### config.mk
export PLATFORM = sky130hd
export DESIGN_NAME = seg_scan_driver
export DESIGN_NICKNAME = d
export VERILOG_FILES = /design/src/rtl/seg_scan_driver.sv
export SDC_FILE = /design/constraint.sdc
export NUM_CORES = 1
export LEC_CHECK = 0
export CORE_ASPECT_RATIO = 1.75
export CORE_MARGIN = 4
export CORE_UTILIZATION = 50
export CTS_CLUSTER_DIAMETER = 60
export CTS_CLUSTER_SIZE = 20
export DETAILED_ROUTE_END_ITERATION = 6
export GPL_ROUTABILITY_DRIVEN = 0
export PLACE_DENSITY = 0.77
export SKIP_CTS_REPAIR_TIMING = 1
export SYNTH_ARGS = -nofsm -noshare
export SYNTH_HDL_FRONTEND = slang
export SYNTH_SLANG_ARGS = --single-unit
### constraint.sdc
create_clock -name clk -period 2.5 [get_ports clk]
set_input_delay 0.5 -clock clk [delete_from_list [all_inputs] [get_ports clk]]
set_output_delay 0.5 -clock clk [all_outputs]
set_load 0.05 [all_outputs]
### src/rtl/seg_scan_driver.sv
// Time-multiplexed 7-segment scan driver with a ghost-blanking gap at the start of each slot.
// Optional leading-zero blanking is enabled by defining LEADING_ZERO_BLANK_EN.
module seg_scan_driver #(
  parameter int unsigned CLK_DIV        = 100000,
  parameter int unsigned BLANK_CYC      = 16,
  parameter int unsigned NUM_DIGITS     = 8,
  parameter bit          SEG_ACTIVE_LOW = 1'b1
) (
  input  logic       clk,
  input  logic       reset_n,
  input  logic       en,
  input  logic [3:0] digit_data,
  input  logic [7:0] dp_mask,
  output logic [2:0] sel,
  output logic [7:0] an,
  output logic [6:0] seg,
  output logic       dp,
  output logic       frame_tick
);

  localparam int unsigned   CntW        = (CLK_DIV > 1) ? $clog2(CLK_DIV) : 1;
  localparam logic [CntW-1:0] CntBlankEnd = CntW'(BLANK_CYC);
  localparam logic [CntW-1:0] CntLast     = CntW'(CLK_DIV - 1);
  localparam logic [2:0]    SelFirst    = 3'(NUM_DIGITS - 1);
  localparam logic [6:0]    SegOff      = SEG_ACTIVE_LOW ? 7'h7F : 7'h00;
  localparam logic          DpOff       = SEG_ACTIVE_LOW;

  typedef enum logic [1:0] {StIdle, StBlank, StOn} state_e;

  state_e          state_q, state_d;
  logic [CntW-1:0] cnt_q, cnt_d;
  logic [2:0]      sel_q, sel_d;
  logic [6:0]      seg_q, seg_d;
  logic            dp_q, dp_d;
  logic [6:0]      seg_lit;
  logic            dp_lit;
`ifdef LEADING_ZERO_BLANK_EN
  logic            lz_q, lz_d;
`endif

  // Active-high {g,f,e,d,c,b,a} glyphs.
  function automatic logic [6:0] decode(input logic [3:0] d);
    case (d)
      4'h0:    return 7'h3F;
      4'h1:    return 7'h06;
      4'h2:    return 7'h5B;
      4'h3:    return 7'h4F;
      4'h4:    return 7'h66;
      4'h5:    return 7'h6D;
      4'h6:    return 7'h7D;
      4'h7:    return 7'h07;
      4'h8:    return 7'h7F;
      4'h9:    return 7'h6F;
      4'hA:    return 7'h77;
      4'hB:    return 7'h7C;
      4'hC:    return 7'h39;
      4'hD:    return 7'h5E;
      4'hE:    return 7'h79;
      default: return 7'h71;
    endcase
  endfunction

  always_comb begin
    seg_lit = SEG_ACTIVE_LOW ? ~decode(digit_data) : decode(digit_data);
    dp_lit  = SEG_ACTIVE_LOW ? ~dp_mask[sel_q] : dp_mask[sel_q];
  end

  always_comb begin
    state_d = state_q;
    cnt_d   = cnt_q;
    sel_d   = sel_q;
    seg_d   = seg_q;
    dp_d    = dp_q;
`ifdef LEADING_ZERO_BLANK_EN
    lz_d    = lz_q;
`endif
    if (!en) begin
      state_d = StIdle;
      cnt_d   = '0;
      sel_d   = SelFirst;
    end else begin
      unique case (state_q)
        StIdle: begin
          state_d = StBlank;
          cnt_d   = '0;
          sel_d   = SelFirst;
`ifdef LEADING_ZERO_BLANK_EN
          lz_d    = 1'b1;
`endif
        end
        StBlank: begin
          cnt_d = cnt_q + 1'b1;
          if (cnt_q == CntBlankEnd) begin
            state_d = StOn;
            seg_d   = seg_lit;
            dp_d    = dp_lit;
`ifdef LEADING_ZERO_BLANK_EN
            if (lz_q && (digit_data == 4'h0) && (sel_q != 3'd0)) seg_d = SegOff;
            if ((digit_data != 4'h0) || dp_mask[sel_q]) lz_d = 1'b0;
`endif
          end
        end
        StOn: begin
          if (cnt_q == CntLast) begin
            state_d = StBlank;
            cnt_d   = '0;
            sel_d   = (sel_q == 3'd0) ? SelFirst : sel_q - 3'd1;
`ifdef LEADING_ZERO_BLANK_EN
            if (sel_q == 3'd0) lz_d = 1'b1;
`endif
          end else begin
            cnt_d = cnt_q + 1'b1;
          end
        end
        default: state_d = StIdle;
      endcase
    end
  end

  always_ff @(posedge clk or negedge reset_n) begin
    if (!reset_n) begin
      state_q <= StIdle;
      cnt_q   <= '0;
      sel_q   <= SelFirst;
      seg_q   <= SegOff;
      dp_q    <= DpOff;
    end else begin
      state_q <= state_d;
      cnt_q   <= cnt_d;
      sel_q   <= sel_d;
      seg_q   <= seg_d;
      dp_q    <= dp_d;
    end
  end

`ifdef LEADING_ZERO_BLANK_EN
  always_ff @(posedge clk or negedge reset_n) begin
    if (!reset_n) lz_q <= 1'b1;
    else          lz_q <= lz_d;
  end
`endif

  always_comb begin
    an = 8'hFF;
    if (state_q == StOn) an[sel_q] = 1'b0;
  end

  // A frame dropped by en going low never completes, so no tick.
  assign frame_tick = en && (state_q == StOn) && (cnt_q == CntLast) && (sel_q == 3'd0);
  assign sel        = sel_q;
  assign seg        = seg_q;
  assign dp         = dp_q;

endmodule

After elaboration in Yosys (flattened, before gate mapping)
Memory sizes are Yosys's and may differ from the RTL's.
Cells that the tools add are included.
{ "totals": {"input_bits": 15, "reg_bits": 30, "mem_count": 1, "elab_cells": 46, "output_inout_bits": 20, "romBits": 112} }
{ "op_classes": {"n_lt_le_gt_ge": 2, "n_mux": 16, "n_reduce_logical": 9, "n_addsub": 2, "n_eq_ne": 8, "bitwise": 3} }
{ "memory_table": {"columns": ["memory", "words", "width", "rd", "rd_ports_with_merged_regs", "write_ports", "line", "source"], "rows": [
  ["(no name shown)", 16, 7, 1, 0, 0, "43", "case (d)"]
]} }
{ "op_table": {"columns": ["operator", "n"], "rows": [
  ["17-bit case mux with 3 select lines", 1],
  ["17-bit 2-to-1 mux", 2],
  ["17-bit by 1-bit adder with 17-bit output (second input constant)", 1],
  ["17-bit == test (second input constant)", 1],
  ["17-bit by 5-bit == test with 1-bit output (second input constant)", 1],
  ["3-bit 2-to-1 mux", 3],
  ["8-bit 2-to-1 mux", 1],
  ["8-bit NOT", 1],
  ["7-bit NOT", 1],
  ["2-bit 2-to-1 mux", 3],
  ["3-bit != test (second input constant)", 2],
  ["2-bit case mux with 3 select lines", 1],
  ["3-bit case mux with 2 select lines", 1],
  ["1-bit logical AND", 4],
  ["3-bit by 4-bit < comparator with 1-bit output (second input constant)", 1],
  ["4-bit by 1-bit != test with 1-bit output (second input constant)", 1],
  ["2-bit AND reduction", 2],
  ["1-bit binary-select mux with 3-bit select", 1],
  ["1-bit demux with 3-bit select", 1],
  ["3-bit by 1-bit >= comparator with 1-bit output (second input constant)", 1],
  ["3-bit logical NOT", 1],
  ["3-bit by 1-bit != test with 1-bit output (second input constant)", 1],
  ["3-bit AND reduction", 1],
  ["3-bit by 1-bit subtractor with 3-bit output (second input constant)", 1],
  ["other kinds (5)", 6]
]} }

Longest topological paths before layout
{ "logic_depth": {"ltp_word": 6, "depth_mapped": 8} }

Worst setup path before layout
No wires, ideal clock.
{ "synth_path": {"path_kind": "reg2out", "startpoint": "register sel_q[0], in the netlist sel[0]", "endpoint": "output frame_tick", "arrival_time_ns": 1.830, "stages_incl_launch_ff": 6, "setup_slack_ns": 0.170, "path_cell_list": "dfstp_2 -> clkbuf_1 -> inv_1 -> ha_1 -> nor2b_1 -> and4_1"} }
{ "synth_between": {"elab_chain_len": 2} }
{ "synth_lines": {"columns": ["element", "line", "source"], "rows": [
  ["start, declared", "32", "logic [2:0] sel_q, sel_d;"],
  ["start signal, assigned", "124", "sel_q <= SelFirst;"],
  ["start signal, assigned", "130", "sel_q <= sel_d;"],
  ["3-bit logical NOT", "149", "assign frame_tick = en && (state_q == StOn) && (cnt_q == CntLast) && (sel_q == 3'd0);"],
  ["1-bit logical AND", "149", null],
  ["end, declared", "18", "output logic frame_tick"]
]} }
Every way passes these cells.

Worst setup path after layout
{ "layout_path": {"startpoint": "register cnt_q[0]", "endpoint": "output frame_tick"} }
{ "layout_between": {"elab_chain_len": 3} }
{ "layout_lines": {"columns": ["element", "line", "source"], "rows": [
  ["start, declared", "31", "logic [CntW-1:0] cnt_q, cnt_d;"],
  ["start signal, assigned", "129", "cnt_q <= cnt_d;"],
  ["17-bit == test", "149", null],
  ["1-bit logical AND (2 in series)", "149", null]
]} }
Every way passes these cells.

==> key figures <==
Global route
  • Largest net degree at the start of global routing: 31
  • Number of global-route vias before repair: 1828
  • Total GRT Usage: 0.2019
  • Overflow left after global routing: 0
  • First-pass GRT wire length: 8376 um
  • Initial antenna violation count: 0

CTS
  • CTS clk-pin slew, worst paths: 0.06 ns
  • CTS Root Cell: clkbuf_8
  • Total CTS buffers: 5
  • Worst skew pair latency: 0.28 ns
  • H-tree depth: 2
  • TritonCTS clock tree: built
  • Clock Sinks: 30
  • Max Buffers Root-to-Sink: 2

Drt
  • Routed wire length: 4821 um
  • DR WL/cell: 15.60 um
  • ANT nets after route: 0
  • Pre-antenna DRT Iters: 4
  • Drc violations: 0
  • DRT iter0 DRCs: 36
  • Via-to-Cell Ratio: 5.877
  • Vias: 1816

Timing
  • Fin. Hold Viols: 0
  • Final clock skew: 0.006092 ns
  • FMAX: 420.4 MHz
  • Sum Neg Setup Slack: 0 ns
  • Unrepaired setup endpoints after global routing: no
  • Fin crit period: 2.379 ns
  • Slew @ Worst Pin: 0.5503 ns
  • Final worst-path cycle share: 0.9515
  • Final Max Slew Viols: 0
  • Max-slew headroom: 0.6298
  • Setup Viol. Count Final: 0
  • Hold WS: 0.5042 ns

Placement
  • HPWL after DPL: 3620 um
  • Port Buffer Count: 34
  • Placed cell count: 301

Floorplan
  • Chip height: 91.92 um
  • Core area: 3866 um^2
  • Die Footprint: 5143 um^2
  • Die Span X: 55.95 um
  • Initial Utilization: 0.5204
  • Site Rows: 30
  • Top-Level Pins: 35

Critical path
  • Slowest-stage cell, CP: dfrtp_1
  • Worst reg-to-reg setup slack: 0.41 ns
  • Crit Path Class: reg2out
  • Crit path cell chain: ha_1, and4_1, and4_4, and4_1, buf_12
  • Max Fanout on Critical Path: 8
  • Crit path largest cell delay: 0.37 ns
  • Startpoint Class: register
  • Critical Path Sink Type: primary output
  • Critical path's most frequent cell: and4_1
  • Req. time, crit path: 2.00 ns
  • Crit path DAT: 1.88 ns

Yosys
  • Syn Area/Cell: 9.145 um^2
  • Synth area leaders: dfrtp_1 (24%), dfstp_2 (14%), ha_1 (8.1%)
  • Mapped Cells: 220
  • Cell variety after synth: 44
  • Main synth FF type: dfrtp_1
  • Sequential area share after synthesis: 0.3800
  • Area leader, netlist: dfrtp_1
  • Number of flops mapped to enable cells by yosys: 0
  • Cell area after synthesis: 2012 um^2
  • Synthesized Nets: 248
  • Seq cells post-synth: 30
  • Async set or reset register ratio after synthesis: 1.000
  • Yosys top cell area share: 0.2363
  • YS warnings: 0

Finish
  • Non-filler cells, final: 309
  • Fill count: 320
  • Antenna diode count: 0
  • Area Overhead vs Synth: 26.06%
  • Layout cells sized above 1: 0.1801
  • Final #Nets: 288

Flow run
  • Max-cap violation count: 0

Power and ir drop
  • IR drop worst, VDD: 0.4649 mV
  • Pwr/cell area: 546.8 nW/um^2
  • P_leak: 1.055 nW
  • Total Power: 0.001387 W

Run status
  • Status: finished clean

Worst hold path
  • Hold Path Class: reg2reg
[registers in the layout, summed over array words and instances (netlist names)]
signal,count
sel,3
dp,1
seg,7
cnt_q,17
state_q,2
[final timing paths]
kind / cells past startpoint / from / endpoint
setup / recovery: 5 / cnt_q[0] / frame_tick
hold / removal: 2 / seg[4] / seg[4]
setup reg to reg: 8 / cnt_q[0] / seg[6]
hold reg to reg: 2 / seg[4] / seg[4]
max in group asynchronous: 2 / reset_n / dp
min in group asynchronous: 2 / reset_n / cnt_q[10]
[where the power goes]
group          switching, W  internal (W)  total, W  leakage (nW)
combinational      0.000284      0.000181  0.000465         0.630
clock              0.000176      0.000222  0.000398        0.0482
sequential        0.0000160      0.000508  0.000524         0.377
total              0.000476      0.000911   0.00139          1.05
[per-stage QoR]
step / utilization / area [um^2] / setup slack (ns)
2_1_floorplan: - / 2012 / 0.1698
3_3_place_gp: 0.6272 / 2425 / 0.2421
3_5_place_dp: 0.6272 / 2425 / 0.1748
4_1_cts: 0.6508 / 2516 / -0.04678
5_1_grt: 0.6560 / 2536 / 0.05282
6_report: 0.6560 / 2536 / 0.1212
[layer usage]
layer / global-route usage / vias to the layer above / routed length (um)
li1: - / 893 / -
met1: 0.2181 / 854 / 1777
met2: 0.3735 / 60 / 2647
met3: 0.04085 / 9 / 299
met4: 0.08515 / 0 / 97
met5: 0 / - / 0
[layout by cell type (no fill, tap or decap), types with 6 or more instances in the layout]
cell and n:
a21oi_1 16, buf_4 16, clkbuf_8 6, clkdlybuf4s50_1 25, dfrtp_1 19, dfstp_2 11, ha_1 13, inv_1 13
mux2i_1 7, nand2_1 17, nand3_1 18, nand4_1 6, nor2_1 20, o21ai_0 7
[cells by family (layout without fill, tap and decap cells)]
| group | count (synthesis) | count (layout) | share of synthesized area |
|---|---|---|---|
| xor gates and xnor gates | 3 | 3 | 0.01306 |
| muxes | 13 | 13 | 0.08520 |
| DFF | 30 | 30 | 0.3800 |
| AOI/OAI and AO/OA | 49 | 49 | 0.1598 |
| and+or+nand+nor | 88 | 88 | 0.2282 |
| adders and majority gates | 13 | 13 | 0.08085 |
| buffers and inverters | 24 | 65 | 0.05286 |
[worst max-delay path: cells and delay by family (launching register included)]
| family | cells | cell delay [ns] |
|---|---|---|
| flip-flops | 1 | 0.37 |
| adder cells (fa/ha/maj) | 1 | 0.28 |
| AND/OR/NAND/NOR | 3 | 0.80 |
| buffers and inverters | 1 | 0.15 |
[area by class of cell]
class / count / area [um^2] / share of cell area
clock buffers: 7 / 86.33 / 0.03404
clock inverters: 1 / 5.005 / 0.001973
inverters: 13 / 48.80 / 0.01924
multi-input cells: 166 / 1156 / 0.4558
flip-flops and latches: 30 / 764.5 / 0.3014
well taps: 48 / 60.06 / 0.02368
repair buffers: 44 / 415.4 / 0.1638
[synthesized netlist by cell type (2+ instances only)]
master	instances
o21ai_0	7
a32oi_1	2
clkbuf_1	8
a22o_1	2
nor3_1	2
dfstp_2	11
nand4_1	6
ha_1	13
mux4_2	3
and4_1	5
nand2_1	17
mux2_2	3
o31ai_1	4
and3_1	2
buf_6	2
nand3_1	18
dfrtp_1	19
xor2_1	2
nor4_1	5
or3_1	2
nor2_1	20
mux2i_1	7
a31oi_1	2
inv_1	13
o21ai_2	3
nor4b_1	3
a21oi_1	16
nor2b_1	4
o211ai_1	4
(Power assumes the default switching activity.)
